### src/rtl/keyboard_pkg.sv
// Shared constants, types and the set-2 scan-code lookup for the PS/2 keyboard.
// Imported by the frame receiver and the decoder.
package keyboard_pkg;

    localparam logic [7:0] SC_BREAK  = 8'hF0;
    localparam logic [7:0] SC_EXT    = 8'hE0;
    localparam logic [7:0] SC_LSHIFT = 8'h12;
    localparam logic [7:0] SC_RSHIFT = 8'h59;
    localparam logic [7:0] SC_CAPS   = 8'h58;

    typedef enum logic [3:0] {
        CLS_NONE   = 4'h0,
        CLS_DIGIT  = 4'h1,
        CLS_LETTER = 4'h2,
        CLS_PUNCT  = 4'h3,
        CLS_CTRL   = 4'h4,
        CLS_MOD    = 4'h5
    } key_class_t;

    typedef enum logic [1:0] {
        RX_IDLE   = 2'd0,
        RX_DATA   = 2'd1,
        RX_PARITY = 2'd2,
        RX_STOP   = 2'd3
    } rx_state_t;

    // base = unshifted character, alt = shifted (or uppercase) character
    typedef struct packed {
        key_class_t kind;
        logic [7:0] base;
        logic [7:0] alt;
    } key_t;

    function automatic key_t lookup(input logic [7:0] sc);
        key_t k;
        k = '{CLS_NONE, 8'h00, 8'h00};
        case (sc)
            8'h1C: k = '{CLS_LETTER, 8'h61, 8'h41};
            8'h32: k = '{CLS_LETTER, 8'h62, 8'h42};
            8'h21: k = '{CLS_LETTER, 8'h63, 8'h43};
            8'h23: k = '{CLS_LETTER, 8'h64, 8'h44};
            8'h24: k = '{CLS_LETTER, 8'h65, 8'h45};
            8'h2B: k = '{CLS_LETTER, 8'h66, 8'h46};
            8'h34: k = '{CLS_LETTER, 8'h67, 8'h47};
            8'h33: k = '{CLS_LETTER, 8'h68, 8'h48};
            8'h43: k = '{CLS_LETTER, 8'h69, 8'h49};
            8'h3B: k = '{CLS_LETTER, 8'h6A, 8'h4A};
            8'h42: k = '{CLS_LETTER, 8'h6B, 8'h4B};
            8'h4B: k = '{CLS_LETTER, 8'h6C, 8'h4C};
            8'h3A: k = '{CLS_LETTER, 8'h6D, 8'h4D};
            8'h31: k = '{CLS_LETTER, 8'h6E, 8'h4E};
            8'h44: k = '{CLS_LETTER, 8'h6F, 8'h4F};
            8'h4D: k = '{CLS_LETTER, 8'h70, 8'h50};
            8'h15: k = '{CLS_LETTER, 8'h71, 8'h51};
            8'h2D: k = '{CLS_LETTER, 8'h72, 8'h52};
            8'h1B: k = '{CLS_LETTER, 8'h73, 8'h53};
            8'h2C: k = '{CLS_LETTER, 8'h74, 8'h54};
            8'h3C: k = '{CLS_LETTER, 8'h75, 8'h55};
            8'h2A: k = '{CLS_LETTER, 8'h76, 8'h56};
            8'h1D: k = '{CLS_LETTER, 8'h77, 8'h57};
            8'h22: k = '{CLS_LETTER, 8'h78, 8'h58};
            8'h35: k = '{CLS_LETTER, 8'h79, 8'h59};
            8'h1A: k = '{CLS_LETTER, 8'h7A, 8'h5A};
            8'h16: k = '{CLS_DIGIT, 8'h31, 8'h21};
            8'h1E: k = '{CLS_DIGIT, 8'h32, 8'h40};
            8'h26: k = '{CLS_DIGIT, 8'h33, 8'h23};
            8'h25: k = '{CLS_DIGIT, 8'h34, 8'h24};
            8'h2E: k = '{CLS_DIGIT, 8'h35, 8'h25};
            8'h36: k = '{CLS_DIGIT, 8'h36, 8'h5E};
            8'h3D: k = '{CLS_DIGIT, 8'h37, 8'h26};
            8'h3E: k = '{CLS_DIGIT, 8'h38, 8'h2A};
            8'h46: k = '{CLS_DIGIT, 8'h39, 8'h28};
            8'h45: k = '{CLS_DIGIT, 8'h30, 8'h29};
            8'h0E: k = '{CLS_PUNCT, 8'h60, 8'h7E};
            8'h4E: k = '{CLS_PUNCT, 8'h2D, 8'h5F};
            8'h55: k = '{CLS_PUNCT, 8'h3D, 8'h2B};
            8'h54: k = '{CLS_PUNCT, 8'h5B, 8'h7B};
            8'h5B: k = '{CLS_PUNCT, 8'h5D, 8'h7D};
            8'h5D: k = '{CLS_PUNCT, 8'h5C, 8'h7C};
            8'h4C: k = '{CLS_PUNCT, 8'h3B, 8'h3A};
            8'h52: k = '{CLS_PUNCT, 8'h27, 8'h22};
            8'h41: k = '{CLS_PUNCT, 8'h2C, 8'h3C};
            8'h49: k = '{CLS_PUNCT, 8'h2E, 8'h3E};
            8'h4A: k = '{CLS_PUNCT, 8'h2F, 8'h3F};
            8'h5A: k = '{CLS_CTRL, 8'h0D, 8'h0D};
            8'h29: k = '{CLS_CTRL, 8'h20, 8'h20};
            8'h66: k = '{CLS_CTRL, 8'h08, 8'h08};
            8'h0D: k = '{CLS_CTRL, 8'h09, 8'h09};
            8'h76: k = '{CLS_CTRL, 8'h1B, 8'h1B};
            default: k = '{CLS_NONE, 8'h00, 8'h00};
        endcase
        return k;
    endfunction

endpackage

### src/rtl/keyboard_ps2_rx.sv
// PS/2 device-to-host frame receiver: synchronizers, clock glitch filter,
// falling-edge detect, 11-bit frame FSM with odd parity check and timeout.
module ps2_rx
    import keyboard_pkg::*;
#(
    parameter int FILTER_LEN     = 8,
    parameter int TIMEOUT_CYCLES = 100000
) (
    input  logic       clk,
    input  logic       reset,
    input  logic       ps2d,
    input  logic       ps2c,
    output logic [7:0] rx_byte,
    output logic       rx_done
);

    localparam int FW = $clog2(FILTER_LEN + 1);
    localparam int TW = $clog2(TIMEOUT_CYCLES + 1);

    logic          ps2c_s1, ps2c_s2, ps2d_s1, ps2d_s2;
    logic          filt, filt_prev;
    logic [FW-1:0] filt_cnt;
    logic [TW-1:0] timer;
    logic [2:0]    bit_cnt;
    logic [7:0]    shreg;
    logic          par;
    logic          fall, timeout;
    rx_state_t     state, state_n;

    // Lines idle high, so synchronizers and filter preset to 1.
    // NOTE: every register here is a flop updated with <=, so all reads in this
    // block see the pre-edge values regardless of statement order.
    always_ff @(posedge clk) begin
        if (reset) begin
            ps2c_s1   <= 1'b1;
            ps2c_s2   <= 1'b1;
            ps2d_s1   <= 1'b1;
            ps2d_s2   <= 1'b1;
            filt      <= 1'b1;
            filt_prev <= 1'b1;
            filt_cnt  <= '0;
        end else begin
            ps2c_s1   <= ps2c;
            ps2c_s2   <= ps2c_s1;
            ps2d_s1   <= ps2d;
            ps2d_s2   <= ps2d_s1;
            filt_prev <= filt;
            if (ps2c_s2 == filt) begin
                filt_cnt <= '0;
            end else if (filt_cnt == FW'(FILTER_LEN - 1)) begin
                filt     <= ps2c_s2;
                filt_cnt <= '0;
            end else begin
                filt_cnt <= filt_cnt + 1'b1;
            end
        end
    end

    assign fall    = filt_prev & ~filt;
    assign timeout = (state != RX_IDLE) && (timer == TW'(TIMEOUT_CYCLES - 1));

    // NOTE: state_n gets its default before the case so no path leaves it
    // unassigned and no latch is inferred.
    always_comb begin
        state_n = state;
        case (state)
            RX_IDLE:   if (fall && !ps2d_s2) state_n = RX_DATA;
            RX_DATA:   if (fall && bit_cnt == 3'd7) state_n = RX_PARITY;
            RX_PARITY: if (fall) state_n = RX_STOP;
            RX_STOP:   if (fall) state_n = RX_IDLE;
            default:   state_n = RX_IDLE;
        endcase
        if (timeout) state_n = RX_IDLE;
    end

    always_ff @(posedge clk) begin
        if (reset) begin
            state   <= RX_IDLE;
            timer   <= '0;
            bit_cnt <= '0;
            shreg   <= '0;
            par     <= 1'b0;
        end else begin
            state <= state_n;
            timer <= (state == RX_IDLE || fall) ? '0 : timer + 1'b1;
            if (fall) begin
                case (state)
                    RX_IDLE:   bit_cnt <= '0;
                    RX_DATA: begin
                        shreg   <= {ps2d_s2, shreg[7:1]};
                        bit_cnt <= bit_cnt + 1'b1;
                    end
                    RX_PARITY: par <= ps2d_s2;
                    default:   ;
                endcase
            end
        end
    end

    assign rx_byte = shreg;
    assign rx_done = fall && (state == RX_STOP) && ps2d_s2 && (^{shreg, par});

endmodule

### src/rtl/keyboard.sv
// PS/2 keyboard decoder: tracks shift/caps-lock/break/extended state over
// received scan codes and publishes make codes as ASCII plus a key class.
module keyboard
    import keyboard_pkg::*;
#(
    parameter int FILTER_LEN     = 8,
    parameter int TIMEOUT_CYCLES = 100000
) (
    input  logic       clk,
    input  logic       reset,
    input  logic       ps2d,
    input  logic       ps2c,
    output logic [7:0] scan_code,
    output logic       scan_code_ready,
    output logic [7:0] ascii_code,
    output logic       letter_case_out,
    output logic [3:0] code
);

    logic [7:0] rx_byte;
    logic       rx_done;
    logic       shift, caps, brk, ext;
    logic       shift_n, caps_n, brk_n, ext_n;
    logic       make, modifier, is_shift;
    key_t       key;
    logic [7:0] lut_ascii;
    key_class_t lut_class;

    ps2_rx #(
        .FILTER_LEN     (FILTER_LEN),
        .TIMEOUT_CYCLES (TIMEOUT_CYCLES)
    ) u_rx (
        .clk     (clk),
        .reset   (reset),
        .ps2d    (ps2d),
        .ps2c    (ps2c),
        .rx_byte (rx_byte),
        .rx_done (rx_done)
    );

    assign is_shift = (rx_byte == SC_LSHIFT) || (rx_byte == SC_RSHIFT);
    assign key      = lookup(rx_byte);

    // Letters follow shift XOR caps; everything else follows shift alone.
    always_comb begin
        lut_class = key.kind;
        if (key.kind == CLS_LETTER)
            lut_ascii = letter_case_out ? key.alt : key.base;
        else
            lut_ascii = shift ? key.alt : key.base;
        if (key.kind == CLS_DIGIT && shift)
            lut_class = CLS_PUNCT;
    end

    // Prefix bytes only set flags; extended keys decode as their base code.
    always_comb begin
        shift_n  = shift;
        caps_n   = caps;
        brk_n    = brk;
        ext_n    = ext;
        make     = 1'b0;
        modifier = 1'b0;
        if (rx_done) begin
            if (rx_byte == SC_EXT) begin
                ext_n = 1'b1;
            end else if (rx_byte == SC_BREAK) begin
                brk_n = 1'b1;
            end else begin
                ext_n = 1'b0;
                brk_n = 1'b0;
                if (brk) begin
                    if (is_shift) shift_n = 1'b0;
                end else begin
                    make = 1'b1;
                    if (is_shift) begin
                        shift_n  = 1'b1;
                        modifier = 1'b1;
                    end else if (rx_byte == SC_CAPS) begin
                        caps_n   = ~caps;
                        modifier = 1'b1;
                    end
                end
            end
        end
    end

    always_ff @(posedge clk) begin
        if (reset) begin
            shift           <= 1'b0;
            caps            <= 1'b0;
            brk             <= 1'b0;
            ext             <= 1'b0;
            letter_case_out <= 1'b0;
            scan_code_ready <= 1'b0;
            scan_code       <= '0;
            ascii_code      <= '0;
            code            <= CLS_NONE;
        end else begin
            shift           <= shift_n;
            caps            <= caps_n;
            brk             <= brk_n;
            ext             <= ext_n;
            letter_case_out <= shift_n ^ caps_n;
            scan_code_ready <= make;
            if (make) begin
                scan_code  <= rx_byte;
                ascii_code <= modifier ? 8'h00 : lut_ascii;
                code       <= modifier ? CLS_MOD : lut_class;
            end
        end
    end

endmodule

### config.mk
export PLATFORM = sky130hd
export DESIGN_NAME = keyboard
export DESIGN_NICKNAME = d
export VERILOG_FILES = /design/src/rtl/keyboard_pkg.sv /design/src/rtl/keyboard_ps2_rx.sv /design/src/rtl/keyboard.sv
export SDC_FILE = /design/constraint.sdc
export NUM_CORES = 1
export LEC_CHECK = 0
export ABC_CLOCK_PERIOD_IN_PS = 4000
export CAP_MARGIN = 15
export CORE_MARGIN = 3
export CORE_UTILIZATION = 45
export DETAILED_ROUTE_END_ITERATION = 8
export HOLD_SLACK_MARGIN = 0.08
export PLACE_DENSITY = 0.73
export SLEW_MARGIN = 20
export SYNTH_ARGS = -nofsm -noshare
export SYNTH_HDL_FRONTEND = slang
export SYNTH_HIERARCHICAL = 1
export SYNTH_SLANG_ARGS = --single-unit
### constraint.sdc
create_clock -name clk -period 4 [get_ports clk]
set_input_delay 0.8 -clock clk [delete_from_list [all_inputs] [get_ports clk]]
set_output_delay 0.8 -clock clk [all_outputs]
set_load 0.1 [all_outputs]
==> results_dict.tcl, run 1 <==
set metrics [dict create \
    wl_per_cell_um 18.80 \
    hold_violations 0 \
    maxCapViolCount 0 \
    grt_max_degree 45 \
    setup-tns-final_ns 0 \
    worst_slack_ns 0.6607 \
    worstHoldStart "u_rx/ps2d_s1" \
    synthArstFlopShare_pct 0 \
    ys_ff_latch 64 \
    htreeDepth 3 \
    port_buffers 23 \
    cp.arrival_ns 3.57 \
    synth-main-ff-cell "dfxtp_1" \
    path_clk_slew_ns 0.07 \
    grt_usage_pct 24.19 \
    yosysSeqAreaShare_pct 27.92 \
    core.rowCount 36 \
    drt_iter0_markers 542 \
    avgSynthCellArea_um2 7.805 \
    insertion_delay_ns 0.34 \
    drc 0 \
    critPathKind "flip-flop to flip-flop" \
    n_antenna_cell 0 \
    coreArea_mm2 0.009864 \
    antenna_found_initial 0 \
    holdBufCountCts 0 \
    startpoint_type "flip-flop" \
    area_growth_pct 11.12 \
    cts_setup_buffers 0 \
    io_pins 26 \
    gp_congestion 1.009 \
    cts-buffers-inserted 9 \
    cts_resized 0 \
    critPathCaptureType "flip-flop" \
    max_freq_mhz 299.5 \
    worstHoldPathType "flip-flop to flip-flop" \
    viasPerCell 6.228 \
    status "completed" \
    rsz0062_at_grt "no" \
    initial_core_util_pct 46.52 \
    detail-route-antenna-nets 0 \
    peakVddDrop_uv 297.7 \
    cts_buffer_depth 2 \
    synth_warnings 6 \
    p_total_uw 1302 \
    worstPathRequired_ns 4.23 \
    tightestPinTransition_ns 1.001 \
    dp_hpwl_um 9800 \
    final.min_clock_period_ns 3.339 \
    synth_cells 588 \
    drv_slew 0 \
    finClkSkew_ns 0.006095 \
    fin_hold_ws_ns 0.4209 \
    drt_first_pass_iters 6 \
    worstSetupStartpoint "u_rx/rx_byte[0]" \
    overflow 0 \
    synth_edf_count 0 \
    synth_cell_type_count 84 \
    root_buffer "clkbuf_8" \
    synthesis.area_mm2 0.004589 \
    die_w_um 107.0 \
    grt_pass1_vias 4257 \
    p_leak_uw 0.001759 \
    setup_viol 0 \
    fin_nets 615 \
    grt_pass1_wl_um 21890 \
    p_per_area_mw_per_mm2 255.3 \
    crit_fanout 12 \
    wl_um 13780 \
    max_slew_margin_pct 33.08 \
    reg2reg_from "u_rx/rx_byte[0]" \
    cts_tree "yes" \
    numClockSinks 64 \
    place_ws_ns 0.7571 \
    die_h_um 107.0 \
    dieArea_mm2 0.01145 \
    post-route-period-util_pct 83.48 \
    drive_gt1_share_pct 9.167 \
    vias 4565 \
]
[report_power, final]
| group | total, uW | leakage, uW | internal [uW] | switching, uW |
|---|---|---|---|---|
| registers | 640 | 0.000517 | 639 | 1.16 |
| clock network | 638 | 0.000117 | 371 | 267 |
| logic | 24.0 | 0.00113 | 6.72 | 17.3 |
| total | 1300 | 0.00176 | 1020 | 285 |
[final timing paths]
kind	end	slack [ns]	depth (start not counted)
setup reg to reg	ascii_code[2]	0.66	9
hold reg to reg	u_rx/ps2d_s2	0.42	1
setup / recovery	ascii_code[2]	0.66	9
hold / removal	u_rx/ps2d_s2	0.42	1
[cells in the final DEF, fill, tap and decap left out, types with 5 or more instances in the layout]
cell type / count
a211o_1: 5
ha_1: 16
a211oi_1: 6
a21oi_1: 50
nor4_1: 9
buf_4: 12
xnor2_1: 12
clkbuf_8: 10
nor2_1: 61
nand2_1: 52
a31oi_1: 7
inv_1: 12
clkdlybuf4s50_1: 23
a311o_1: 7
or3_1: 9
and2_1: 12
xor2_1: 9
o22ai_1: 5
nand2b_1: 18
or2_2: 6
o21ai_0: 37
a21o_1: 6
nor2b_1: 12
dfxtp_1: 62
nand3_1: 20
o211ai_1: 7
nor3_1: 7
mux2i_1: 14
[worst max-delay path, stage by stage (launching register included)]
cell	delay, ns
dfxtp_1	0.42
inv_1	0.21
ha_1	0.54
nor2b_1	0.15
or3_1	0.35
a211o_1	0.35
o32ai_4	0.36
a21boi_2	0.16
or2_1	0.34
a311o_1	0.35
[routing by layer]
metal	track usage, %	share of wire [%]	vias up
li1	-	-	2139
met1	32.49	43	2146
met2	36.51	44	237
met3	6.321	9.4	43
met4	10.59	3.3	0
met5	0	0	-
[flip-flops by register name, summed over array words and instances, names as in the netlist, 2 cells and up]
name / cells
u_rx/timer: 17
scan_code: 8
u_rx/rx_byte: 8
ascii_code: 7
u_rx/filt_cnt: 4
code: 3
u_rx/bit_cnt: 3
u_rx/state: 2
[cells in the mapped netlist (2+ instances only)]
library cell  number  area (um2)
dfxtp_1           64        1281
nor2_1            61       229.0
nand2_1           52       195.2
a21oi_1           50       250.2
o21ai_0           37       185.2
nand3_1           20       100.1
nand2b_1          18       112.6
buf_2             17       85.08
ha_1              16       200.2
clkbuf_1          14       52.55
mux2i_1           14       140.1
and2_1            12       75.07
inv_1             12       45.04
nor2b_1           12       75.07
xnor2_1           12       105.1
nor4_1             9       56.30
or3_1              9       56.30
xor2_1             9       78.83
a311o_1            7       70.07
a31oi_1            7       43.79
nor3_1             7       35.03
o211ai_1           7       52.55
a211oi_1           6       45.04
a21o_1             6       45.04
or2_2              6       37.54
a211o_1            5       43.79
buf_4              5       37.54
buf_6              5       56.30
o22ai_1            5       31.28
a311oi_1           4       35.03
and3_1             4       25.02
and3b_1            4       35.03
nand4_1            4       25.02
a2111o_1           3       33.78
a22oi_1            3       22.52
o221ai_1           3       26.28
o31ai_1            3       22.52
o32a_1             3       30.03
a2bb2oi_1          2       17.52
and3_4             2       22.52
nand3b_1           2       15.01
o211a_1            2       20.02
o21ai_1            2       10.01
o311a_1            2       20.02
or2_1              2       12.51
[metrics by stage]
| stage | utilization, % | cells | instance area [um2] |
|---|---|---|---|
| finish | 51.70 | 733 | 5100 |
| global route | 51.70 | 733 | 5100 |
| CTS | 51.70 | 733 | 5100 |
| detailed placement | 49.38 | 717 | 4871 |
| global placement | 49.38 | 717 | 4871 |
| floorplan | - | 589 | 4593 |
[final cells by class]
class                      count  area (um2)
clock inverter                 6       91.34
clock buffer                  10       137.6
timing repair buffer          36       340.3
tap                          133       166.4
fill                         917        4765
inverter                      15       58.81
sequential                    64        1284
multi-input combinational    469        3022
[logic make-up (layout without fill, tap and decap cells)]
family / Yosys count / in the layout / synth area share, %
AOI/OAI and AO/OA: 173 / 173 / 25.57
xor gates and xnor gates: 22 / 22 / 4.498
adders and majority gates: 16 / 16 / 4.362
buffers and inverters: 56 / 67 / 6.325
DFF: 64 / 64 / 27.92
muxes: 15 / 15 / 3.299
other: 1 / 2 / 0.08171
and+or+nand+nor: 241 / 241 / 27.94
(Power assumes the default switching activity.)
==> inputs of run 2 (changes only) <==
- ABC_CLOCK_PERIOD_IN_PS: 4000 -> 3250
- clock period: 4 -> 3.25 ns (I/O delays scaled with it)
==> run 2 against run 1 <==
Design area down 0.59%. Sequential share of layout area up 0.15 points. Die area unchanged. Wire length up 0.45%. Largest cell class unchanged. Critical path depth unchanged. Core utilization down 0.30 points. Flip-flop and latch count unchanged. Largest power group unchanged. Hold slack worse by 0.0028 ns.
==> results_dict.tcl, run 2 (synthesis gave the netlist of run 1 again) <==
set metrics [dict create \
    port_buffers 23 \
    worstHoldPathType "flip-flop to flip-flop" \
    vias 4583 \
    die_h_um 107.0 \
    finalInstanceArea_mm2 0.005070 \
    overflow 0 \
    antenna_found_initial 0 \
    path_clk_slew_ns 0.07 \
    gr-usage-met1_pct 33.54 \
    min_path_cells 1 \
    initial_core_util_pct 46.52 \
    met3_usage_pct 3.432 \
    drt_first_pass_iters 5 \
    tightestPinTransition_ns 0.6729 \
    post-route-period-util_pct 92.63 \
    r2r_slack_ns 0.24 \
    numClockSinks 64 \
    detail-route-antenna-nets 0 \
    p_per_area_mw_per_mm2 289.0 \
    critPathCaptureType "flip-flop" \
    htreeDepth 3 \
    drive_gt1_share_pct 13.14 \
    n_antenna_cell 0 \
    dieArea_mm2 0.01145 \
    fillerInstances 945 \
    peakVddDrop_uv 274.4 \
    placed_area_mm2 0.004888 \
    dp_hpwl_um 10320 \
    maxCapViolCount 0 \
    startpoint_type "flip-flop" \
    drc 0 \
    area_growth_pct 10.47 \
    cts_setup_buffers 0 \
    io_pins 26 \
    core.rowCount 36 \
    wl_per_cell_um 18.66 \
    final_common_cell "dfxtp_1" \
    grt_util_met2_pct 38.26 \
    status "completed" \
    cts_resized 0 \
    worstPathRequired_ns 3.48 \
    final.min_clock_period_ns 3.011 \
    reg2reg_from "u_rx/rx_byte[1]" \
    setup-tns-final_ns 0 \
    viasPerCell 6.177 \
    die_w_um 107.0 \
    reg2reg_to "ascii_code[3]" \
    cts-buffers-inserted 9 \
    p_leak_uw 0.001816 \
    drt_iter0_markers 512 \
    grt_max_degree 73 \
    largest_register_ffs 17 \
    fin_util_pct 51.40 \
    cts_buffer_depth 2 \
    coreArea_mm2 0.009864 \
    drv_slew 0 \
    gp_congestion 1.090 \
    r2r_cells 9 \
    max_slew_margin_pct 55.08 \
    regMostFlops "u_rx/timer" \
    grt_pass1_vias 4275 \
    crit_fanout 8 \
    grt-busiest-layer "met2" \
    grt_usage_pct 24.51 \
    root_buffer "clkbuf_8" \
    insertion_delay_ns 0.34 \
    setup_viol 0 \
    fin_nets 624 \
    grt_pass1_wl_um 22190 \
    rsz0062_at_grt "no" \
    hold_violations 0 \
    worstHoldStart "u_rx/ps2c_s1" \
    cts_tree "yes" \
    holdBufCountCts 0 \
    wl_um 13850 \
    finClkSkew_ns 0.007547 \
    critPathKind "flip-flop to flip-flop" \
    cp.arrival_ns 3.24 \
    hold_end "u_rx/ps2c_s2" \
    max_freq_mhz 332.2 \
    mostFrequentLayoutCells "62 x dfxtp_1, 61 x nor2_1, 52 x nand2_1, 50 x a21oi_1, 41 x buf_4" \
]
==> run 2: changes by cell type in the layout (fill, tap and decap cells not counted), sizes merged <==
cell,change
clkdlybuf4s50,-20
clkinvlp,+1
buf,+29
clkbuf,+3
inv,-1
bufinv,-1
clkinv,-2
==> run 2: worst max-delay path by stage <==
stage / start / to / depth (start not counted)
2_1_floorplan: u_rx/rx_byte[1] / ascii_code[3] / 12
3_3_place_gp: u_rx/rx_byte[1] / ascii_code[3] / 9
3_5_place_dp: u_rx/rx_byte[1] / ascii_code[3] / 9
4_1_cts: u_rx/rx_byte[1] / ascii_code[3] / 9
5_1_grt: u_rx/rx_byte[1] / ascii_code[3] / 9
6_report: u_rx/rx_byte[1] / ascii_code[3] / 9
==> run 2: power breakdown <==
group / switching (uW) / internal (uW)
Clock: 294 / 354
Combinational: 20.9 / 8.25
Sequential: 1.34 / 787
Total: 316 / 1150
==> run 2: worst max-delay path, stage by stage, from the launching register on <==
cell	delay, ns
dfxtp_1	0.45
inv_1	0.14
ha_1	0.28
nor2b_4	0.16
or3_1	0.35
a211o_1	0.32
o32ai_4	0.36
a21boi_2	0.16
or2_1	0.33
a311o_1	0.34
==> run 2: metrics by stage <==
| step | std cells | total power [uW] | setup WS, ns | hold WS (ns) |
|---|---|---|---|---|
| 5_1_grt | 742 | 1517 | 0.06497 | 0.4311 |
| 2_1_floorplan | 589 | 828.6 | 0.05921 | 0.3895 |
| 4_1_cts | 742 | 1484 | 0.2651 | 0.4122 |
| 3_3_place_gp | 726 | 834.5 | 0.3592 | 0.3902 |
| 3_5_place_dp | 726 | 835.1 | 0.2807 | 0.3961 |
| 6_report | 742 | 1465 | 0.2394 | 0.4182 |
==> run 2: metal layers <==
| metal | vias to the layer above | wire length, um | share of wire [%] |
|---|---|---|---|
| li1 | 2165 | - | - |
| met1 | 2146 | 6087 | 44 |
| met2 | 234 | 6108 | 44 |
| met3 | 38 | 1117 | 8.1 |
| met4 | 0 | 531 | 3.8 |
| met5 | - | 0 | 0 |
==> run 2: cell type report <==
| cell class | count | area [um2] | share of cell area [%] |
|---|---|---|---|
| multi-input combinational | 469 | 3022 | 59.60 |
| sequential | 64 | 1284 | 25.32 |
| timing repair buffer | 45 | 357.8 | 7.058 |
| tap | 133 | 166.4 | 3.282 |
| clock buffer | 13 | 138.9 | 2.739 |
| inverter | 15 | 58.81 | 1.160 |
| clock inverter | 3 | 42.54 | 0.8391 |
